<file path="config.mk">
export PLATFORM = sky130hd
export DESIGN_NAME = rl_lj_pair_arbiter
export DESIGN_NICKNAME = d
export VERILOG_FILES = /design/src/rtl/rl_lj_pair_arbiter.sv
export SDC_FILE = /design/constraint.sdc
export NUM_CORES = 1
export LEC_CHECK = 0
export CORE_AREA = 2 2 332 334
export CTS_CLUSTER_SIZE = 20
export DETAILED_ROUTE_END_ITERATION = 7
export DIE_AREA = 0 0 334 336
export PLACE_DENSITY = 0.55
export SYNTH_ARGS = -nofsm -noshare
export SYNTH_HDL_FRONTEND = slang
export SYNTH_SLANG_ARGS = --single-unit
</file>
<file path="constraint.sdc">
create_clock -name i_clk -period 5.3 [get_ports i_clk]
set_input_delay 1.59 -clock i_clk [delete_from_list [all_inputs] [get_ports i_clk]]
set_output_delay 1.59 -clock i_clk [all_outputs]
set_load 0.05 [all_outputs]
</file>
<file path="src/rtl/rl_lj_pair_arbiter.sv">
// Round-robin arbiter sharing one LJ pair evaluator between NUM_REQ pair filters, with ID tagging and an IDLE/RUN/DRAIN flush controller.
// Optional feature macro: PAIR_CUTOFF_FILTER_EN drops out-of-range pairs (r2 > CUTOFF_2 or r2 == 0) instead of issuing them.
module rl_lj_pair_arbiter #(
    parameter int NUM_REQ = 4,
    parameter int ID_WIDTH = 2,
    parameter int DATA_WIDTH = 32,
    parameter int PIPE_LATENCY = 14,
    parameter int CNT_WIDTH = 5,
    parameter logic [DATA_WIDTH-1:0] CUTOFF_2 = 32'h43100000
) (
    input  logic                          i_clk,
    input  logic                          i_rst,
    input  logic                          i_start,
    input  logic                          i_flush,
    input  logic [NUM_REQ-1:0]            i_req_valid,
    output logic [NUM_REQ-1:0]            o_req_ready,
    input  logic [NUM_REQ*DATA_WIDTH-1:0] i_req_r2,
    input  logic [NUM_REQ*DATA_WIDTH-1:0] i_req_dx,
    input  logic [NUM_REQ*DATA_WIDTH-1:0] i_req_dy,
    input  logic [NUM_REQ*DATA_WIDTH-1:0] i_req_dz,
    output logic                          o_pipe_r2_valid,
    output logic [DATA_WIDTH-1:0]         o_pipe_r2,
    output logic [DATA_WIDTH-1:0]         o_pipe_dx,
    output logic [DATA_WIDTH-1:0]         o_pipe_dy,
    output logic [DATA_WIDTH-1:0]         o_pipe_dz,
    input  logic                          i_pipe_force_valid,
    input  logic [DATA_WIDTH-1:0]         i_pipe_force_x,
    input  logic [DATA_WIDTH-1:0]         i_pipe_force_y,
    input  logic [DATA_WIDTH-1:0]         i_pipe_force_z,
    output logic                          o_res_valid,
    output logic [ID_WIDTH-1:0]           o_res_id,
    output logic [DATA_WIDTH-1:0]         o_res_force_x,
    output logic [DATA_WIDTH-1:0]         o_res_force_y,
    output logic [DATA_WIDTH-1:0]         o_res_force_z,
    output logic [CNT_WIDTH-1:0]          o_inflight,
    output logic                          o_busy,
    output logic                          o_drain_done,
    output logic                          o_tag_error,
    output logic                          o_pair_dropped
);

`ifdef PAIR_CUTOFF_FILTER_EN
    localparam bit FILTER_EN = 1'b1;
`else
    localparam bit FILTER_EN = 1'b0;
`endif

    typedef enum logic [1:0] {
        S_IDLE  = 2'd0,
        S_RUN   = 2'd1,
        S_DRAIN = 2'd2
    } state_t;

    state_t                  r_state;
    logic                    r_busy;
    logic                    r_drain_done;
    logic [ID_WIDTH-1:0]     r_rr_ptr;
    logic [CNT_WIDTH-1:0]    r_inflight;

    logic                    r_pipe_valid;
    logic [ID_WIDTH-1:0]     r_pipe_id;
    logic [DATA_WIDTH-1:0]   r_pipe_r2;
    logic [DATA_WIDTH-1:0]   r_pipe_dx;
    logic [DATA_WIDTH-1:0]   r_pipe_dy;
    logic [DATA_WIDTH-1:0]   r_pipe_dz;
    logic                    r_pair_dropped;

    logic [PIPE_LATENCY-1:0]               r_tag_valid;
    logic [PIPE_LATENCY-1:0][ID_WIDTH-1:0] r_tag_id;

    logic                    r_res_valid;
    logic [ID_WIDTH-1:0]     r_res_id;
    logic [DATA_WIDTH-1:0]   r_res_force_x;
    logic [DATA_WIDTH-1:0]   r_res_force_y;
    logic [DATA_WIDTH-1:0]   r_res_force_z;
    logic                    r_tag_error;

    logic [NUM_REQ-1:0]      w_grant;
    logic                    w_grant_any;
    logic [ID_WIDTH-1:0]     w_grant_id;
    logic [DATA_WIDTH-1:0]   w_sel_r2;
    logic [DATA_WIDTH-1:0]   w_sel_dx;
    logic [DATA_WIDTH-1:0]   w_sel_dy;
    logic [DATA_WIDTH-1:0]   w_sel_dz;
    int                      w_slot_sum;
    logic [ID_WIDTH-1:0]     w_slot;
    logic                    w_out_of_range;
    logic                    w_filtered;
    logic                    w_issue;
    logic                    w_tail_valid;
    logic [ID_WIDTH-1:0]     w_tail_id;

    // Scan from rr_ptr upward with wrap; the first valid requester wins and its data is muxed out.
    always_comb begin
        w_grant     = '0;
        w_grant_any = 1'b0;
        w_grant_id  = '0;
        w_sel_r2    = '0;
        w_sel_dx    = '0;
        w_sel_dy    = '0;
        w_sel_dz    = '0;
        w_slot_sum  = 0;
        w_slot      = '0;
        if (r_state == S_RUN) begin
            for (int k = 0; k < NUM_REQ; k++) begin
                w_slot_sum = (int'(r_rr_ptr) + k) % NUM_REQ;
                w_slot     = ID_WIDTH'(w_slot_sum);
                if (!w_grant_any && i_req_valid[w_slot]) begin
                    w_grant_any      = 1'b1;
                    w_grant[w_slot]  = 1'b1;
                    w_grant_id       = w_slot;
                    w_sel_r2         = i_req_r2[w_slot*DATA_WIDTH +: DATA_WIDTH];
                    w_sel_dx         = i_req_dx[w_slot*DATA_WIDTH +: DATA_WIDTH];
                    w_sel_dy         = i_req_dy[w_slot*DATA_WIDTH +: DATA_WIDTH];
                    w_sel_dz         = i_req_dz[w_slot*DATA_WIDTH +: DATA_WIDTH];
                end
            end
        end
    end

    // r2 is non-negative, so an unsigned compare of the float bits orders it correctly.
    assign w_out_of_range = (w_sel_r2 > CUTOFF_2) || (w_sel_r2 == '0);
    assign w_filtered     = FILTER_EN && w_out_of_range;
    assign w_issue        = w_grant_any && !w_filtered;

    assign w_tail_valid   = r_tag_valid[PIPE_LATENCY-1];
    assign w_tail_id      = r_tag_id[PIPE_LATENCY-1];

    always_ff @(posedge i_clk) begin
        if (i_rst) begin
            r_state      <= S_IDLE;
            r_busy       <= 1'b0;
            r_drain_done <= 1'b0;
        end else begin
            r_drain_done <= 1'b0;
            unique case (r_state)
                S_IDLE: begin
                    if (i_start) begin
                        r_state <= S_RUN;
                        r_busy  <= 1'b1;
                    end
                end
                S_RUN: begin
                    if (i_flush) begin
                        r_state <= S_DRAIN;
                    end
                end
                S_DRAIN: begin
                    if (r_inflight == '0) begin
                        r_state      <= S_IDLE;
                        r_busy       <= 1'b0;
                        r_drain_done <= 1'b1;
                    end
                end
                default: begin
                    r_state <= S_IDLE;
                    r_busy  <= 1'b0;
                end
            endcase
        end
    end

    // Filtered pairs still count as served for fairness, so the pointer moves on any grant.
    always_ff @(posedge i_clk) begin
        if (i_rst) begin
            r_rr_ptr       <= '0;
            r_pipe_valid   <= 1'b0;
            r_pipe_id      <= '0;
            r_pipe_r2      <= '0;
            r_pipe_dx      <= '0;
            r_pipe_dy      <= '0;
            r_pipe_dz      <= '0;
            r_pair_dropped <= 1'b0;
        end else begin
            if (w_grant_any) begin
                r_rr_ptr <= ID_WIDTH'((int'(w_grant_id) + 1) % NUM_REQ);
            end
            r_pipe_valid   <= w_issue;
            r_pair_dropped <= w_grant_any && w_filtered;
            if (w_issue) begin
                r_pipe_id <= w_grant_id;
                r_pipe_r2 <= w_sel_r2;
                r_pipe_dx <= w_sel_dx;
                r_pipe_dy <= w_sel_dy;
                r_pipe_dz <= w_sel_dz;
            end
        end
    end

    always_ff @(posedge i_clk) begin
        if (i_rst) begin
            r_inflight <= '0;
        end else if (w_issue && !i_pipe_force_valid) begin
            r_inflight <= r_inflight + CNT_WIDTH'(1);
        end else if (!w_issue && i_pipe_force_valid && (r_inflight != '0)) begin
            r_inflight <= r_inflight - CNT_WIDTH'(1);
        end
    end

    // The tag chain follows the issued pair through the evaluator so its tail lines up with the returning force.
    always_ff @(posedge i_clk) begin
        if (i_rst) begin
            r_tag_valid <= '0;
            r_tag_id    <= '0;
        end else begin
            r_tag_valid <= {r_tag_valid[PIPE_LATENCY-2:0], r_pipe_valid};
            r_tag_id    <= {r_tag_id[PIPE_LATENCY-2:0], r_pipe_id};
        end
    end

    always_ff @(posedge i_clk) begin
        if (i_rst) begin
            r_res_valid   <= 1'b0;
            r_res_id      <= '0;
            r_res_force_x <= '0;
            r_res_force_y <= '0;
            r_res_force_z <= '0;
            r_tag_error   <= 1'b0;
        end else begin
            r_res_valid <= i_pipe_force_valid;
            if (i_pipe_force_valid) begin
                r_res_id      <= w_tail_id;
                r_res_force_x <= i_pipe_force_x;
                r_res_force_y <= i_pipe_force_y;
                r_res_force_z <= i_pipe_force_z;
            end
            if (w_tail_valid != i_pipe_force_valid) begin
                r_tag_error <= 1'b1;
            end
        end
    end

    assign o_req_ready     = w_grant;
    assign o_pipe_r2_valid = r_pipe_valid;
    assign o_pipe_r2       = r_pipe_r2;
    assign o_pipe_dx       = r_pipe_dx;
    assign o_pipe_dy       = r_pipe_dy;
    assign o_pipe_dz       = r_pipe_dz;
    assign o_res_valid     = r_res_valid;
    assign o_res_id        = r_res_id;
    assign o_res_force_x   = r_res_force_x;
    assign o_res_force_y   = r_res_force_y;
    assign o_res_force_z   = r_res_force_z;
    assign o_inflight      = r_inflight;
    assign o_busy          = r_busy;
    assign o_drain_done    = r_drain_done;
    assign o_tag_error     = r_tag_error;
    assign o_pair_dropped  = r_pair_dropped;

endmodule

</file>
## After elaboration in Yosys (flattened, before gate mapping)

Index checks and enable logic that the tools add are counted.
W data, S select, Z words.

| operators by class | value |
|---|---|
| add/subtract/negate cells | 6 |
| magnitude comparators | 8 |
| equal/unequal tests | 6 |
| shift-type cells | 16 |
| muxes and demuxes | 67 |
| bitwise operators | 5 |
| reduce and logical (&&, ||, !) cells | 22 |

Operator list:

| kind | number |
|---|---|
| $shiftx A128 B8 Y32 | 16 |
| $mux W32 | 20 |
| $mux W4 | 8 |
| $mux W1 | 19 |
| $mux W2 | 8 |
| $lt A2 B3 Y1 const B | 4 |
| $or A4 B4 Y4 | 3 |
| $logic_and A1 B1 Y1 | 10 |
| $mux W5 | 2 |
| $bmux W1 S2 | 4 |
| $demux W1 S2 | 4 |
| $ge A2 B1 Y1 const B | 4 |
| $ne A2 B2 Y1 const B | 3 |
| $pmux W2 S3 | 1 |
| $reduce_and A3 Y1 | 2 |
| $add A5 B1 Y5 const B | 1 |
| $logic_not A1 Y1 | 5 |
| $logic_not A5 Y1 | 1 |
| $reduce_bool A5 Y1 | 1 |
| $sub A5 B1 Y5 const B | 1 |
| $add A2 B1 Y2 const B | 2 |
| $add A2 B2 Y2 const B | 2 |
| $pmux W1 S3 | 1 |
| $eq A2 B1 Y1 const B | 1 |
| 6 further kinds | 7 |

| word-level totals | value |
|---|---|
| register bits after elaboration | 284 |
| bits of input ports | 617 |
| output and inout port bits | 241 |
| logic and storage cells | 162 |

## Logic depth before layout (Yosys ltp)

Gate-level depths: netlist (run 1).

| depth | value |
|---|---|
| word-level depth | 21 |
| gate-level depth with buffers | 16 |
| mapped depth without buffers | 9 |

## Least setup slack after synthesis (run 1)

Ideal clock, no wire load.

| path | value |
|---|---|
| kind | register to output |
| start point | reg r_rr_ptr[0] |
| end point | out o_req_ready[0] |
| arrival | 3.723 ns |
| required time | 3.710 ns |
| path slack | -0.013 ns |
| stages on the path, launching flop included | 17 |
| buffers on the path | 9 |
| path through | dfxtp_1 buf_2 buf_4 buf_2 buf_4 buf_4 inv_1 ha_1 buf_2 buf_2 nor3b_1 o21ai_1 nand2_1 buf_2 buf_2 nand2_1 a21oi_1 |

| on the way | value |
|---|---|
| longest elaborated chain between the ends | 16 |
| elaborated cells between the ends (all ways) | 54 |
| classes of those cells | add/sub (3); order compare (8); mux (30); bitwise (3); reduce/logical (10) |

RTL lines:

| what | line | text |
|---|---|---|
| start: declaration | 57 | `logic [ID_WIDTH-1:0] r_rr_ptr;` |
| start signal: assignment | 176 | `r_rr_ptr <= ID_WIDTH'((int'(w_grant_id) + 1) % NUM_REQ);` |
| parallel branches: the longest is 14 deep, another holds $lt A2 B3 Y1 | n/a |  |
| $mux W4 (*) | 108 | `if (!w_grant_any && i_req_valid[w_slot]) begin` |
| $mux W4 (*) | 104 | `if (r_state == S_RUN) begin` |
| end: declaration | 16 | `output logic [NUM_REQ-1:0] o_req_ready,` |

Every way passes the cells marked *. The select of a mux whose other input is x is not followed.

## Final worst setup path (run 1)

| path | value |
|---|---|
| start point | in i_req_valid[1] |
| end point | out o_req_ready[3] |

| on the way | value |
|---|---|
| longest elaborated chain between the ends | 16 |
| elaborated cells between the ends (all ways) | 31 |
| classes of those cells | mux (22); bitwise (3); reduce/logical (6) |

RTL lines:

| what | line | text |
|---|---|---|
| start: declaration | 15 | `input logic [NUM_REQ-1:0] i_req_valid,` |
| $bmux W1 S2 | 108 |  |
| $mux W1 (implied by the code) | 108 |  |
| $mux W1 | 108 |  |
| $mux W1 | 104 |  |
| $logic_not A1 Y1 | 108 |  |
| $logic_and A1 B1 Y1 | 108 |  |
| $mux W1 | 108 |  |
| $mux W1 | 104 |  |
| $logic_not A1 Y1 | 108 |  |
| $logic_and A1 B1 Y1 | 108 |  |
| $mux W1 | 108 |  |
| $mux W1 | 104 |  |
| $logic_not A1 Y1 | 108 |  |
| $logic_and A1 B1 Y1 | 108 |  |
| $mux W4 (*) | 108 |  |
| $mux W4 (*) | 104 |  |

Mark *: on every way between the ends. The rest lies on a longest branch, timed or not. The select of a mux whose other input is x is not followed.

==> results of run 1 <==
-- path summary, 6_finish.rpt --
kind                   from        endpoint
max          i_req_valid[1]  o_req_ready[3]
min            r_tag_id[14]    r_tag_id[16]
max reg2reg     r_rr_ptr[0]    o_pipe_r2[0]
min reg2reg    r_tag_id[14]    r_tag_id[16]
-- worst max-delay path: cells and delay by family --
family	cells	cell delay (ns)
AO/OA/AOI/OAI	3	0.55
buffers and inverters	3	0.79
multiplexers	1	0.51
AND/OR/NAND/NOR	1	0.19
-- flip-flops by register name (all words and copies together), names as in the netlist --
signal / flops
o_res_force_z: 32
r_tag_valid: 14
o_pipe_r2: 32
r_state: 2
o_tag_error: 1
o_busy: 1
r_tag_id: 26
o_pipe_dy: 32
o_res_id: 2
o_res_force_x: 32
w_tail_id: 2
o_pipe_dx: 32
o_pipe_r2_valid: 1
o_res_valid: 1
r_pipe_id: 2
o_inflight: 5
r_rr_ptr: 2
o_drain_done: 1
o_pipe_dz: 32
o_res_force_y: 32
-- repair_timing --
action,4_1_cts,5_1_grt
setup buffers,0,1
gates resized for setup,0,1
endpoints found under the setup margin,0,4
-- power by group through the flow --
stage / logic [mW] / clock network [mW] / registers (mW)
2_1_floorplan: 2.96 / 0 / 3.03
3_3_place_gp: 5.11 / 0 / 2.49
3_5_place_dp: 5.14 / 0 / 2.50
4_1_cts: 5.16 / 3.15 / 2.45
5_1_grt: 5.55 / 3.24 / 2.47
6_report: 5.16 / 3.03 / 2.45
-- cells by family after synthesis --
| group | Yosys count | synth area share (%) |
|---|---|---|
| and+or+nand+nor | 693 | 11.4 |
| AOI/OAI and AO/OA | 682 | 16.0 |
| buffers and inverters | 292 | 5.30 |
| adders and majority gates | 10 | 0.501 |
| muxes | 746 | 43.9 |
| DFF | 284 | 22.8 |
| xor gates and xnor gates | 5 | 0.175 |
| other | 1 | 0.0150 |
-- area by class of cell --
cell class / instances / area (um^2)
fill: 11200 / 72200
multi-input combinational: 2137 / 18100
timing repair buffer: 908 / 9180
sequential: 284 / 5690
tap: 1414 / 1770
clock buffer: 54 / 1170
clock inverter: 19 / 269
inverter: 7 / 33.8
antenna: 13 / 32.5
-- cell usage after synthesis, types with 3 or more instances --
cell and n:
sky130_fd_sc_hd__nor2_1 457, sky130_fd_sc_hd__dfxtp_1 284, sky130_fd_sc_hd__mux2i_1 279, sky130_fd_sc_hd__mux4_2 259, sky130_fd_sc_hd__mux2_2 208, sky130_fd_sc_hd__o21ai_1 201
sky130_fd_sc_hd__a21oi_1 163, sky130_fd_sc_hd__clkbuf_1 155, sky130_fd_sc_hd__nand2_1 140, sky130_fd_sc_hd__o21ai_0 119, sky130_fd_sc_hd__a211oi_1 118, sky130_fd_sc_hd__buf_2 89
sky130_fd_sc_hd__nor2b_1 45, sky130_fd_sc_hd__nor3_1 27, sky130_fd_sc_hd__a2bb2oi_1 24, sky130_fd_sc_hd__o22ai_1 24, sky130_fd_sc_hd__buf_1 17, sky130_fd_sc_hd__buf_4 17
sky130_fd_sc_hd__a211oi_2 10, sky130_fd_sc_hd__ha_1 10, sky130_fd_sc_hd__buf_6 7, sky130_fd_sc_hd__inv_1 6, sky130_fd_sc_hd__nor3b_1 6, sky130_fd_sc_hd__a221o_1 4
sky130_fd_sc_hd__and2_1 4, sky130_fd_sc_hd__xor2_1 3
-- per-stage QoR --
| step | util, % | instance area [um^2] | hold slack [ns] | setup WS (ns) | power (mW) |
|---|---|---|---|---|---|
| 5_1_grt | 33.4 | 36200 | 0.443 | 0.0293 | 11.3 |
| 4_1_cts | 33.3 | 36100 | 0.414 | 0.0952 | 10.8 |
| 3_5_place_dp | 32.0 | 34700 | 0.422 | 0.105 | 7.64 |
| 2_1_floorplan | - | 25000 | 0.414 | 0.243 | 5.99 |
| 6_report | 33.4 | 36200 | 0.429 | 0.0741 | 10.6 |
| 3_3_place_gp | 32.0 | 34700 | 0.423 | 0.0711 | 7.60 |
-- routing by layer --
layer | global-route usage (%) | wire length, um | vias up
li1 | - | - | 11500
met1 | 21.2 | 41100 | 12100
met2 | 31.8 | 54000 | 1011
met3 | 5.18 | 9330 | 161
met4 | 6.16 | 3420 | 14
met5 | 0 | 86 | -
==> load_flow_metrics.sql, run 1 <==
INSERT INTO impl_metrics (metric_group, metric, value, unit) VALUES
('power', 'seqPwrFrac', '23.0', '%'),
('synthesis', 'synth.ff_latch_count', '284', ''),
('finish', 'finalNonFillerCells', '4836', ''),
('synthesis', 'netlist-cell-type-count', '54', ''),
('sta', 'unrepaired_setup_endpoints_after_global_routing', 'no', ''),
('grt', 'global_route.usage.total', '18.2', '%'),
('clock_network', 'holdBufCountCts', '0', ''),
('detailed_routing', 'final_antenna_net_count', '0', ''),
('critical_path', 'critical_path_required', '3.71', 'ns'),
('synthesis', 'yosysWarningCount', '0', ''),
('power', 'switching_power', '4.15', 'mW'),
('clock_network', 'source_to_sink_clock_delay_at_the_later_pin_of_the_worst_skew_pair', '0.58', 'ns'),
('place', 'dp_hpwl', '75800', 'um'),
('synthesis', 'synth_area_per_cell', '9.21', 'um^2'),
('clock_network', 'clock_sink_count', '284', ''),
('power', 'power.combinational.fraction', '48.5', '%'),
('sta', 'timing.final.max_slew_violations', '0', ''),
('sta', 'totalNegativeSetupSlack', '0', 'ns'),
('sta', 'report.final.hold_viol_count', '0', ''),
('critical_path', 'cp_data_arrival_time', '3.64', 'ns'),
('synthesis', 'ys.flop_type', 'sky130_fd_sc_hd__dfxtp_1', ''),
('die', 'io_pins', '858', ''),
('synthesis', 'synth_sequential_area_ratio', '22.8', '%'),
('power', 'vdd_drop_max', '0.181', 'mV'),
('detailed_routing', 'drt_pre_antenna_iters', '6', ''),
('detailed_routing', 'postRouteWirelength', '108000', 'um'),
('critical_path', 'rrSetupSlack', '1.01', 'ns'),
('finish', 'mostFrequentLayoutCells', '850 x sky130_fd_sc_hd__clkdlybuf4s50_1, 455 x sky130_fd_sc_hd__nor2_1, 282 x sky130_fd_sc_hd__dfxtp_1', ''),
('detailed_routing', 'remaining_drc_errors', '0', ''),
('grt', 'global_route_wire_length_before_repair', '157000', 'um'),
('power', 'powerDensity', '294', 'nW/um^2'),
('sta', 'timing.final.crit_period', '5.23', 'ns'),
('detailed_routing', 'dr_total_vias', '24800', ''),
('grt', 'grt_antenna_before_repair', '20', ''),
('grt', 'maximum_number_of_pins_on_one_net_before_global_route_repair', '152', ''),
('clock_network', 'clock_root_buffer', 'sky130_fd_sc_hd__clkbuf_16', ''),
('power', 'switching_share_of_power', '39.0', '%'),
('sta', 'worst_slew_pin_slew', '1.12', 'ns'),
('critical_path', 'critical_path.slowest_cell', 'sky130_fd_sc_hd__mux4_2', ''),
('finish', 'layout-area-overhead-vs-synth', '44.9', '%'),
('die', 'initial_utilization', '23.0', '%'),
('die', 'design.core.area', '108000', 'um^2'),
('grt', 'gr-total-overflow', '0', ''),
('sta', 'report.final.setup_viol', '0', ''),
('die', 'die_w', '334', 'um'),
('detailed_routing', 'avgRoutedWirePerCell', '22.3', 'um'),
('synthesis', 'netlist.area_leader.share', '23.3', '%'),
('synthesis', 'combined_area_of_all_synthesized_cells', '25000', 'um^2'),
('critical_path', 'crit_path_cells', 'clkdlybuf4s50_1 > buf_4 > mux4_2 > nor2b_2 > a221o_1 > o21ai_0 > a21oi_2 > buf_12', ''),
('hold_path', 'worstHoldPathCells', '1', ''),
('finish', 'layout.nets', '4007', ''),
('sta', 'achievable-frequency', '0.191', 'GHz'),
('detailed_routing', 'initialDrtViolationCount', '1578', ''),
('place', 'place.gp.congestion', '0.824', ''),
('synthesis', 'synthesis.nets', '3340', ''),
('sta', 'clock_skew', '0.0340', 'ns'),
('status', 'run_status', 'complete, no violations', ''),
('critical_path', 'critPathMaxFanout', '11', ''),
('place', 'numPlacedInstances', '4749', ''),
('power', 'power.share.clock', '28.5', '%'),
('power', 'p_leak', '13.2', 'nW'),
('synthesis', 'synth_top_cells_by_area', 'sky130_fd_sc_hd__mux4_2 23%, sky130_fd_sc_hd__dfxtp_1 23%, sky130_fd_sc_hd__mux2i_1 11%, sky130_fd_sc_hd__mux2_2 9.4%, sky130_fd_sc_hd__nor2_1 6.9%', ''),
('synthesis', 'synth_enable_flop_cells', '0', ''),
('die', 'std_cell_rows', '121', ''),
('finish', 'post_route_cells_drive_above_1_share', '18.3', '%'),
('job', 'max_cap_check_violation_count', '0', ''),
('synthesis', 'leading_area_contributor_after_synthesis', 'sky130_fd_sc_hd__mux4_2', ''),
('critical_path', 'worstSetupPathType', 'input port to primary output', ''),
('critical_path', 'critical_path.endpoint_type', 'primary output', ''),
('detailed_routing', 'vias_per_cell', '5.13', ''),
('grt', 'first_global_vias', '23700', '');
Note: power is estimated with default switching activity, not from simulation.
==> run 2: changes to the inputs <==
==> config.mk (replaced) <==
export PLATFORM = sky130hd
export DESIGN_NAME = rl_lj_pair_arbiter
export DESIGN_NICKNAME = d
export VERILOG_FILES = /design/src/rtl/rl_lj_pair_arbiter.sv
export SDC_FILE = /design/constraint.sdc
export NUM_CORES = 1
export LEC_CHECK = 0
export ABC_AREA = 1
export CORE_AREA = 2 2 337 339
export CTS_CLUSTER_SIZE = 20
export DETAILED_ROUTE_END_ITERATION = 7
export DIE_AREA = 0 0 339 341
export PLACE_DENSITY = 0.53
export REMOVE_ABC_BUFFERS = 1
export SYNTH_ARGS = -nofsm -noshare
export SYNTH_HDL_FRONTEND = slang
export SYNTH_SLANG_ARGS = --single-unit
==> run 2 against run 1 <==
Register-to-register slack better by 0.40 ns. Flip-flop and latch count did not move. Combinational power is 110% higher. Die area is 3.0% higher. Sequential power increased by 10%. Routed wire length up 9.1%. Critical path type unchanged. Via count grew 19%. Critical path depth up 6. Global-route usage increased by 1.2 points. Clock power is 5% lower.
==> load_flow_metrics.sql, run 2 <==
INSERT INTO impl_metrics (metric_group, metric, value, unit) VALUES
('status', 'run_status', 'complete, no violations', ''),
('clock_network', 'clock_sink_count', '284', ''),
('die', 'die_w', '339', 'um'),
('grt', 'first_global_vias', '27200', ''),
('power', 'power.share.clock', '17.3', '%'),
('critical_path', 'critical_path_capture_point', 'o_req_ready[0]', ''),
('synthesis', 'ys.flop_type', 'sky130_fd_sc_hd__dfxtp_1', ''),
('synthesis', 'yosysWarningCount', '0', ''),
('clock_network', 'ctsLongestPathBuffers', '3', ''),
('synthesis', 'synth.ff_latch_count', '284', ''),
('synthesis', 'combined_area_of_all_synthesized_cells', '23800', 'um^2'),
('synthesis', 'yosysMostFrequentCell', 'sky130_fd_sc_hd__o21ai_0', ''),
('critical_path', 'path_common_cell', 'sky130_fd_sc_hd__nand2_1', ''),
('critical_path', 'critical_path.endpoint_type', 'primary output', ''),
('synthesis', 'syn_inst', '4137', ''),
('power', 'p_leak', '13.2', 'nW'),
('detailed_routing', 'drt_pre_antenna_iters', '5', ''),
('finish', 'mostFrequentLayoutCells', '1077 x sky130_fd_sc_hd__o21ai_0, 892 x sky130_fd_sc_hd__nand2_1, 848 x sky130_fd_sc_hd__clkdlybuf4s50_1', ''),
('clock_network', 'postCtsSetupBuffers', '0', ''),
('critical_path', 'critical_path.slowest_cell', 'sky130_fd_sc_hd__clkdlybuf4s50_1', ''),
('power', 'switching_share_of_power', '53.1', '%'),
('grt', 'maximum_number_of_pins_on_one_net_before_global_route_repair', '238', ''),
('power', 'power.combinational.fraction', '66.4', '%'),
('critical_path', 'reg2reg_depth', '14', ''),
('finish', 'post_route_cells_drive_above_1_share', '4.12', '%'),
('detailed_routing', 'initialDrtViolationCount', '2238', ''),
('finish', 'post_route_core_utilization', '30.9', '%'),
('critical_path', 'crit_start', 'i_req_valid[1]', ''),
('place', 'port_buffers', '856', ''),
('sta', 'final_min_period_over_clock_period', '96.2', '%'),
('finish', 'layout.nets', '5335', ''),
('critical_path', 'critPathMaxFanout', '6', ''),
('sta', 'report.final.hold_viol_count', '0', ''),
('clock_network', 'source_to_sink_clock_delay_at_the_later_pin_of_the_worst_skew_pair', '0.61', 'ns'),
('place', 'pre_cts_ws', '0.0531', 'ns'),
('place', 'dp_hpwl', '84800', 'um'),
('critical_path', 'critical_path_required', '3.71', 'ns'),
('place', 'place.gp.congestion', '0.877', ''),
('grt', 'global_route_wire_length_before_repair', '172000', 'um'),
('critical_path', 'worstSetupPathType', 'input port to primary output', ''),
('critical_path', 'rr_startpoint', 'r_rr_ptr[0]', ''),
('power', 'fin_total_pwr', '16.6', 'mW'),
('detailed_routing', 'vias_per_cell', '4.73', ''),
('die', 'die_h', '341', 'um'),
('sta', 'timing.final.crit_period', '5.10', 'ns'),
('clock_network', 'cts_tree', 'built', ''),
('clock_network', 'clock_root_buffer', 'sky130_fd_sc_hd__clkbuf_16', ''),
('die', 'std_cell_rows', '123', ''),
('grt', 'global_route.usage.total', '19.3', '%'),
('detailed_routing', 'dr_total_vias', '29600', ''),
('sta', 'report.final.setup_viol', '0', ''),
('sta', 'achievable-frequency', '0.196', 'GHz'),
('clock_network', 'post_cts_resize_count', '0', ''),
('sta', 'clock_skew', '0.0283', 'ns'),
('clock_network', 'clk_pin_slew', '0.05', 'ns'),
('power', 'seqPwrFrac', '16.2', '%'),
('synthesis', 'synth_sequential_area_ratio', '23.9', '%'),
('synthesis', 'synthArstFlopShare', '0', '%'),
('die', 'design.core.area', '112000', 'um^2'),
('critical_path', 'type_of_element_launching_the_critical_path', 'input port', ''),
('synthesis', 'netlist-cell-type-count', '34', ''),
('sta', 'unrepaired_setup_endpoints_after_global_routing', 'no', ''),
('detailed_routing', 'remaining_drc_errors', '0', ''),
('power', 'powerDensity', '480', 'nW/um^2'),
('power', 'vdd_drop_max', '0.333', 'mV'),
('hold_path', 'class_of_the_worst_hold_path', 'register to register', ''),
('sta', 'timing.final.max_slew_violations', '0', ''),
('sta', 'layout_setup_ws', '0.203', 'ns'),
('critical_path', 'critical_path.max_stage_delay', '0.50', 'ns'),
('sta', 'worst_slew_pin_slew', '1.08', 'ns'),
('critical_path', 'crit_path_cells', 'clkdlybuf4s50_1 > nand2_1 > nand2_1 > nand2_2 > nand2_4 > nor2_1 > buf_4 > inv_6 > nor2_1 > a221oi_1 > o21ai_0 > nand2_1 > inv_1 > buf_12', ''),
('clock_network', 'cts_inserted_buffers', '40', ''),
('detailed_routing', 'avgRoutedWirePerCell', '18.8', 'um'),
('finish', 'mostFrequentLayoutCell', 'sky130_fd_sc_hd__o21ai_0', ''),
('critical_path', 'cp_data_arrival_time', '3.51', 'ns'),
('critical_path', 'worst_r2r_endpoint', 'r_rr_ptr[1]', ''),
('critical_path', 'rrSetupSlack', '1.41', 'ns'),
('detailed_routing', 'final_antenna_net_count', '0', ''),
('grt', 'grt_antenna_before_repair', '40', ''),
('die', 'initial_utilization', '21.3', '%'),
('sta', 'max_slew_margin', '28.0', '%'),
('synthesis', 'synth_area_per_cell', '5.75', 'um^2'),
('die', 'die_area', '116000', 'um^2'),
('synthesis', 'yosys-top-cells-count', '1077 x sky130_fd_sc_hd__o21ai_0, 892 x sky130_fd_sc_hd__nand2_1, 473 x sky130_fd_sc_hd__nor2_1, 335 x sky130_fd_sc_hd__inv_1, 284 x sky130_fd_sc_hd__dfxtp_1', ''),
('synthesis', 'netlist.area_leader.share', '23.9', '%'),
('sta', 'totalNegativeSetupSlack', '0', 'ns'),
('detailed_routing', 'postRouteWirelength', '118000', 'um'),
('grt', 'gr-total-overflow', '0', ''),
('power', 'switching_power', '8.81', 'mW'),
('synthesis', 'synth_enable_flop_cells', '0', ''),
('synthesis', 'synth_top_cells_by_area', 'sky130_fd_sc_hd__dfxtp_1 24%, sky130_fd_sc_hd__o21ai_0 23%, sky130_fd_sc_hd__nand2_1 14%, sky130_fd_sc_hd__nor2_1 7.5%, sky130_fd_sc_hd__a21oi_1 5.5%', ''),
('power', 'power_report.internal_total', '7.80', 'mW'),
('finish', 'num-fill-cells', '12300', ''),
('clock_network', 'h-tree-depth', '2', ''),
('die', 'io_pins', '858', ''),
('synthesis', 'leading_area_contributor_after_synthesis', 'sky130_fd_sc_hd__dfxtp_1', ''),
('job', 'max_cap_check_violation_count', '0', ''),
('clock_network', 'holdBufCountCts', '0', ''),
('finish', 'layout-area-overhead-vs-synth', '45.4', '%');
[run 2: worst min path at each step]
stage                              start        endpoint  slack [ns]  cells past startpoint
after floorplan              r_tag_id[8]    r_tag_id[10]        0.39                      2
after global placement    r_tag_valid[0]  r_tag_valid[1]        0.39                      2
after detailed placement  r_tag_valid[1]  r_tag_valid[2]        0.39                      2
after CTS                 r_tag_valid[5]  r_tag_valid[6]        0.40                      2
after global routing         r_tag_id[7]     r_tag_id[9]        0.40                      2
final                       r_tag_id[12]    r_tag_id[14]        0.39                      2
[run 2: layout make-up]
| type | count | area (um^2) | area share [%] |
|---|---|---|---|
| multi-input cells | 3128 | 15100 | 43.8 |
| repair buffers | 910 | 9130 | 26.4 |
| inverters | 344 | 1330 | 3.85 |
| well taps | 1500 | 1880 | 5.43 |
| diodes | 20 | 50.0 | 0.145 |
| clock inverters | 14 | 211 | 0.611 |
| clock buffers | 55 | 1150 | 3.32 |
| flip-flops and latches | 284 | 5690 | 16.5 |
[run 2: routing by layer]
metal	global-route usage, %	wire length (um)	up-vias	part of all wire, %
met3	5.75	9590	185	8.2
met5	0	276	-	0.23
met2	31.3	53000	1015	45
met1	24.2	51200	13300	43
met4	6.96	3630	42	3.1
li1	-	-	15100	-
[run 2: power groups by stage]
stage | Clock (mW) | Sequential, mW | Combinational (mW)
after CTS | 2.99 | 2.69 | 11.0
after floorplan | 0 | 3.96 | 5.91
after detailed placement | 0 | 2.73 | 11.0
final | 2.88 | 2.70 | 11.0
after global placement | 0 | 2.74 | 10.9
after global routing | 3.07 | 2.73 | 12.2
[run 2: metrics by stage]
stage                     hold WS [ns]  cells  cell area, um^2
after floorplan                  0.388   3756            22100
after global placement           0.392   6166            33200
after detailed placement         0.393   6166            33200
after CTS                        0.400   6235            34500
after global routing             0.396   6252            34600
final                            0.392   6255            34600
[run 2: logic make-up (layout without fill, tap and decap cells)]
| group | Yosys count | count (layout) | share of synthesized area [%] |
|---|---|---|---|
| adders and majority gates | 10 | 10 | 0.526 |
| buffers and inverters | 725 | 1323 | 12.6 |
| and+or+nand+nor | 1403 | 1403 | 22.6 |
| AOI/OAI and AO/OA | 1711 | 1711 | 40.2 |
| xor gates and xnor gates | 3 | 3 | 0.110 |
| DFF | 284 | 284 | 23.9 |
| other | 1 | 21 | 0.0158 |
[run 2: critical path: cells and delay by family]
kind	cells	cell delay [ns]
buffers and inverters	5	0.97
AO/OA/AOI/OAI	2	0.37
AND/OR/NAND/NOR	7	0.56
==> run 3: changes to the inputs <==
--- a/config.mk
+++ b/config.mk
@@ -6,12 +6,12 @@
 export NUM_CORES = 1
 export LEC_CHECK = 0
 export ABC_AREA = 1
-export CORE_AREA = 2 2 337 339
+export CORE_AREA = 8 8 324 326
 export CTS_CLUSTER_SIZE = 20
 export DETAILED_ROUTE_END_ITERATION = 7
-export DIE_AREA = 0 0 339 341
-export PLACE_DENSITY = 0.53
-export REMOVE_ABC_BUFFERS = 1
+export DIE_AREA = 0 0 332 334
+export HOLD_SLACK_MARGIN = 0.02
+export PLACE_DENSITY = 0.57
 export SYNTH_ARGS = -nofsm -noshare
 export SYNTH_HDL_FRONTEND = slang
 export SYNTH_SLANG_ARGS = --single-unit
==> run 3 against run 2 <==
Maximum frequency decreased by 0.68%. Die area decreased by 4.1%. Clock skew increased by 0.0018 ns. Utilization increased by 3.7 points. Cell count decreased by 3.2%. Global-route usage increased by 0.62 points. Worst setup slack got worse by 0.035 ns. Largest cell class unchanged.
==> load_flow_metrics.sql, run 3 (synthesis results as in run 2) <==
INSERT INTO impl_metrics (metric_group, metric, value, unit) VALUES
('grt', 'maximum_number_of_pins_on_one_net_before_global_route_repair', '294', ''),
('grt', 'global_route_wire_length_before_repair', '175000', 'um'),
('sta', 'report.final.hold_viol_count', '0', ''),
('critical_path', 'critPathMaxFanout', '10', ''),
('finish', 'mostFrequentLayoutCell', 'sky130_fd_sc_hd__o21ai_0', ''),
('clock_network', 'source_to_sink_clock_delay_at_the_later_pin_of_the_worst_skew_pair', '0.59', 'ns'),
('clock_network', 'ctsLongestPathBuffers', '3', ''),
('detailed_routing', 'dr_total_vias', '29800', ''),
('sta', 'final_min_period_over_clock_period', '96.8', '%'),
('place', 'dp_hpwl', '86500', 'um'),
('finish', 'mostFrequentLayoutCells', '1075 x sky130_fd_sc_hd__o21ai_0, 892 x sky130_fd_sc_hd__nand2_1, 850 x sky130_fd_sc_hd__clkdlybuf4s50_1', ''),
('grt', 'grt_antenna_before_repair', '26', ''),
('die', 'die_h', '334', 'um'),
('die', 'die_w', '332', 'um'),
('power', 'p_leak', '13.2', 'nW'),
('finish', 'post_route_core_utilization', '34.6', '%'),
('clock_network', 'clock_root_buffer', 'sky130_fd_sc_hd__clkbuf_16', ''),
('sta', 'timing.final.crit_period', '5.13', 'ns'),
('place', 'place.gp.congestion', '0.874', ''),
('clock_network', 'h-tree-depth', '2', ''),
('critical_path', 'critical_path.top_delay_family', 'buffers and inverters', ''),
('critical_path', 'cp_data_arrival_time', '3.54', 'ns'),
('detailed_routing', 'postRouteWirelength', '119000', 'um'),
('critical_path', 'critical_path.max_stage_delay', '0.53', 'ns'),
('clock_network', 'cts_tree', 'built', ''),
('clock_network', 'clk_pin_slew', '0.06', 'ns'),
('place', 'port_buffers', '856', ''),
('critical_path', 'critical_path_buf_inv_count', '6', ''),
('critical_path', 'critical_path_required', '3.71', 'ns'),
('clock_network', 'clock_sink_count', '284', ''),
('finish', 'num-fill-cells', '10800', ''),
('sta', 'max_slew_margin', '15.5', '%'),
('detailed_routing', 'drt_pre_antenna_iters', '8', ''),
('detailed_routing', 'remaining_drc_errors', '0', ''),
('sta', 'totalNegativeSetupSlack', '0', 'ns'),
('finish', 'layout-area-overhead-vs-synth', '44.7', '%'),
('sta', 'clock_skew', '0.0301', 'ns'),
('job', 'max_cap_check_violation_count', '0', ''),
('detailed_routing', 'vias_per_cell', '4.93', ''),
('die', 'design.core.area', '99600', 'um^2'),
('power', 'vdd_drop_max', '0.522', 'mV'),
('sta', 'achievable-frequency', '0.195', 'GHz'),
('sta', 'report.final.setup_viol', '0', ''),
('clock_network', 'post_cts_resize_count', '0', ''),
('critical_path', 'crit_path_cells', 'clkdlybuf4s50_1 > inv_1 > nand2_1 > nand3_2 > nand2_4 > nor2_1 > buf_4 > inv_6 > nor2_1 > a221oi_1 > o21ai_0 > nand2_1 > inv_1 > buf_12', ''),
('die', 'std_cell_rows', '116', ''),
('power', 'powerDensity', '484', 'nW/um^2'),
('grt', 'global_route.usage.total', '20.0', '%'),
('clock_network', 'holdBufCountCts', '0', ''),
('critical_path', 'worstSetupPathType', 'input port to primary output', ''),
('finish', 'seq_area', '5690', 'um^2'),
('grt', 'first_global_vias', '27500', ''),
('die', 'io_pins', '858', ''),
('sta', 'worst_slew_pin_slew', '1.27', 'ns'),
('detailed_routing', 'avgRoutedWirePerCell', '19.6', 'um'),
('die', 'die_area', '111000', 'um^2'),
('critical_path', 'type_of_element_launching_the_critical_path', 'input port', ''),
('grt', 'gr-total-overflow', '0', ''),
('sta', 'timing.final.max_slew_violations', '0', ''),
('sta', 'unrepaired_setup_endpoints_after_global_routing', 'no', ''),
('power', 'fin_total_pwr', '16.7', 'mW'),
('hold_path', 'class_of_the_worst_hold_path', 'register to register', ''),
('critical_path', 'critical_path.slowest_cell', 'sky130_fd_sc_hd__clkdlybuf4s50_1', ''),
('finish', 'post_route_cells_drive_above_1_share', '4.22', '%'),
('sta', 'layout_setup_ws', '0.169', 'ns'),
('die', 'initial_utilization', '23.9', '%'),
('clock_network', 'cts_inserted_buffers', '41', ''),
('critical_path', 'critical_path.endpoint_type', 'primary output', ''),
('clock_network', 'postCtsSetupBuffers', '0', ''),
('status', 'run_status', 'complete, no violations', ''),
('place', 'pre_cts_ws', '0.151', 'ns'),
('finish', 'multi_input_area', '15100', 'um^2'),
('detailed_routing', 'initialDrtViolationCount', '2352', ''),
('detailed_routing', 'final_antenna_net_count', '0', ''),
('finish', 'layout.nets', '5334', ''),
('synthesis', 'synthesis.nets', '4764', '');
==> run 3: final timing paths <==
path,startpoint,endpoint,slack [ns],cells after the start
max,i_req_valid[2],o_req_ready[3],0.17,14
max reg2reg,r_rr_ptr[0],o_pipe_dz[29],1.32,9
min,r_tag_id[0],r_tag_id[2],0.38,2
min reg2reg,r_tag_id[0],r_tag_id[2],0.38,2
==> run 3: layout make-up <==
type / count / area share, %
Multi-Input combinational cell: 3128 / 44.0
Timing Repair Buffer: 908 / 26.5
Sequential cell: 284 / 16.5
Tap cell: 1298 / 4.72
Inverter: 344 / 3.86
Clock buffer: 55 / 3.43
Clock inverter: 19 / 0.858
Antenna cell: 19 / 0.138
==> run 3: power breakdown <==
group,internal [mW],total [mW],switching [mW],leakage [nW]
clock network,1.87,3.05,1.18,0.717
logic,3.58,10.9,7.29,10.1
registers,2.47,2.74,0.269,2.34
==> run 3: layer usage <==
layer	vias to the layer above	GRT usage [%]	routed length, um
met5	-	0	70
met3	148	4.10	8150
met2	1027	34.1	56000
met4	10	5.98	3100
met1	13600	25.3	51200
li1	15100	-	-
==> run 3: worst min-delay path: stages (launching register included) <==
cell and delay, ns:
sky130_fd_sc_hd__dfxtp_1 0.29, sky130_fd_sc_hd__inv_1 0.04, sky130_fd_sc_hd__nor2_1 0.03
==> run 3: metrics by stage <==
step                      cell area [um^2]  instances  hold slack (ns)
after CTS                            34400       6036            0.389
after global placement               32900       5962            0.389
after detailed placement             32900       5962            0.392
after floorplan                      23800       4137            0.388
final                                34400       6055            0.383
after global routing                 34400       6053            0.411
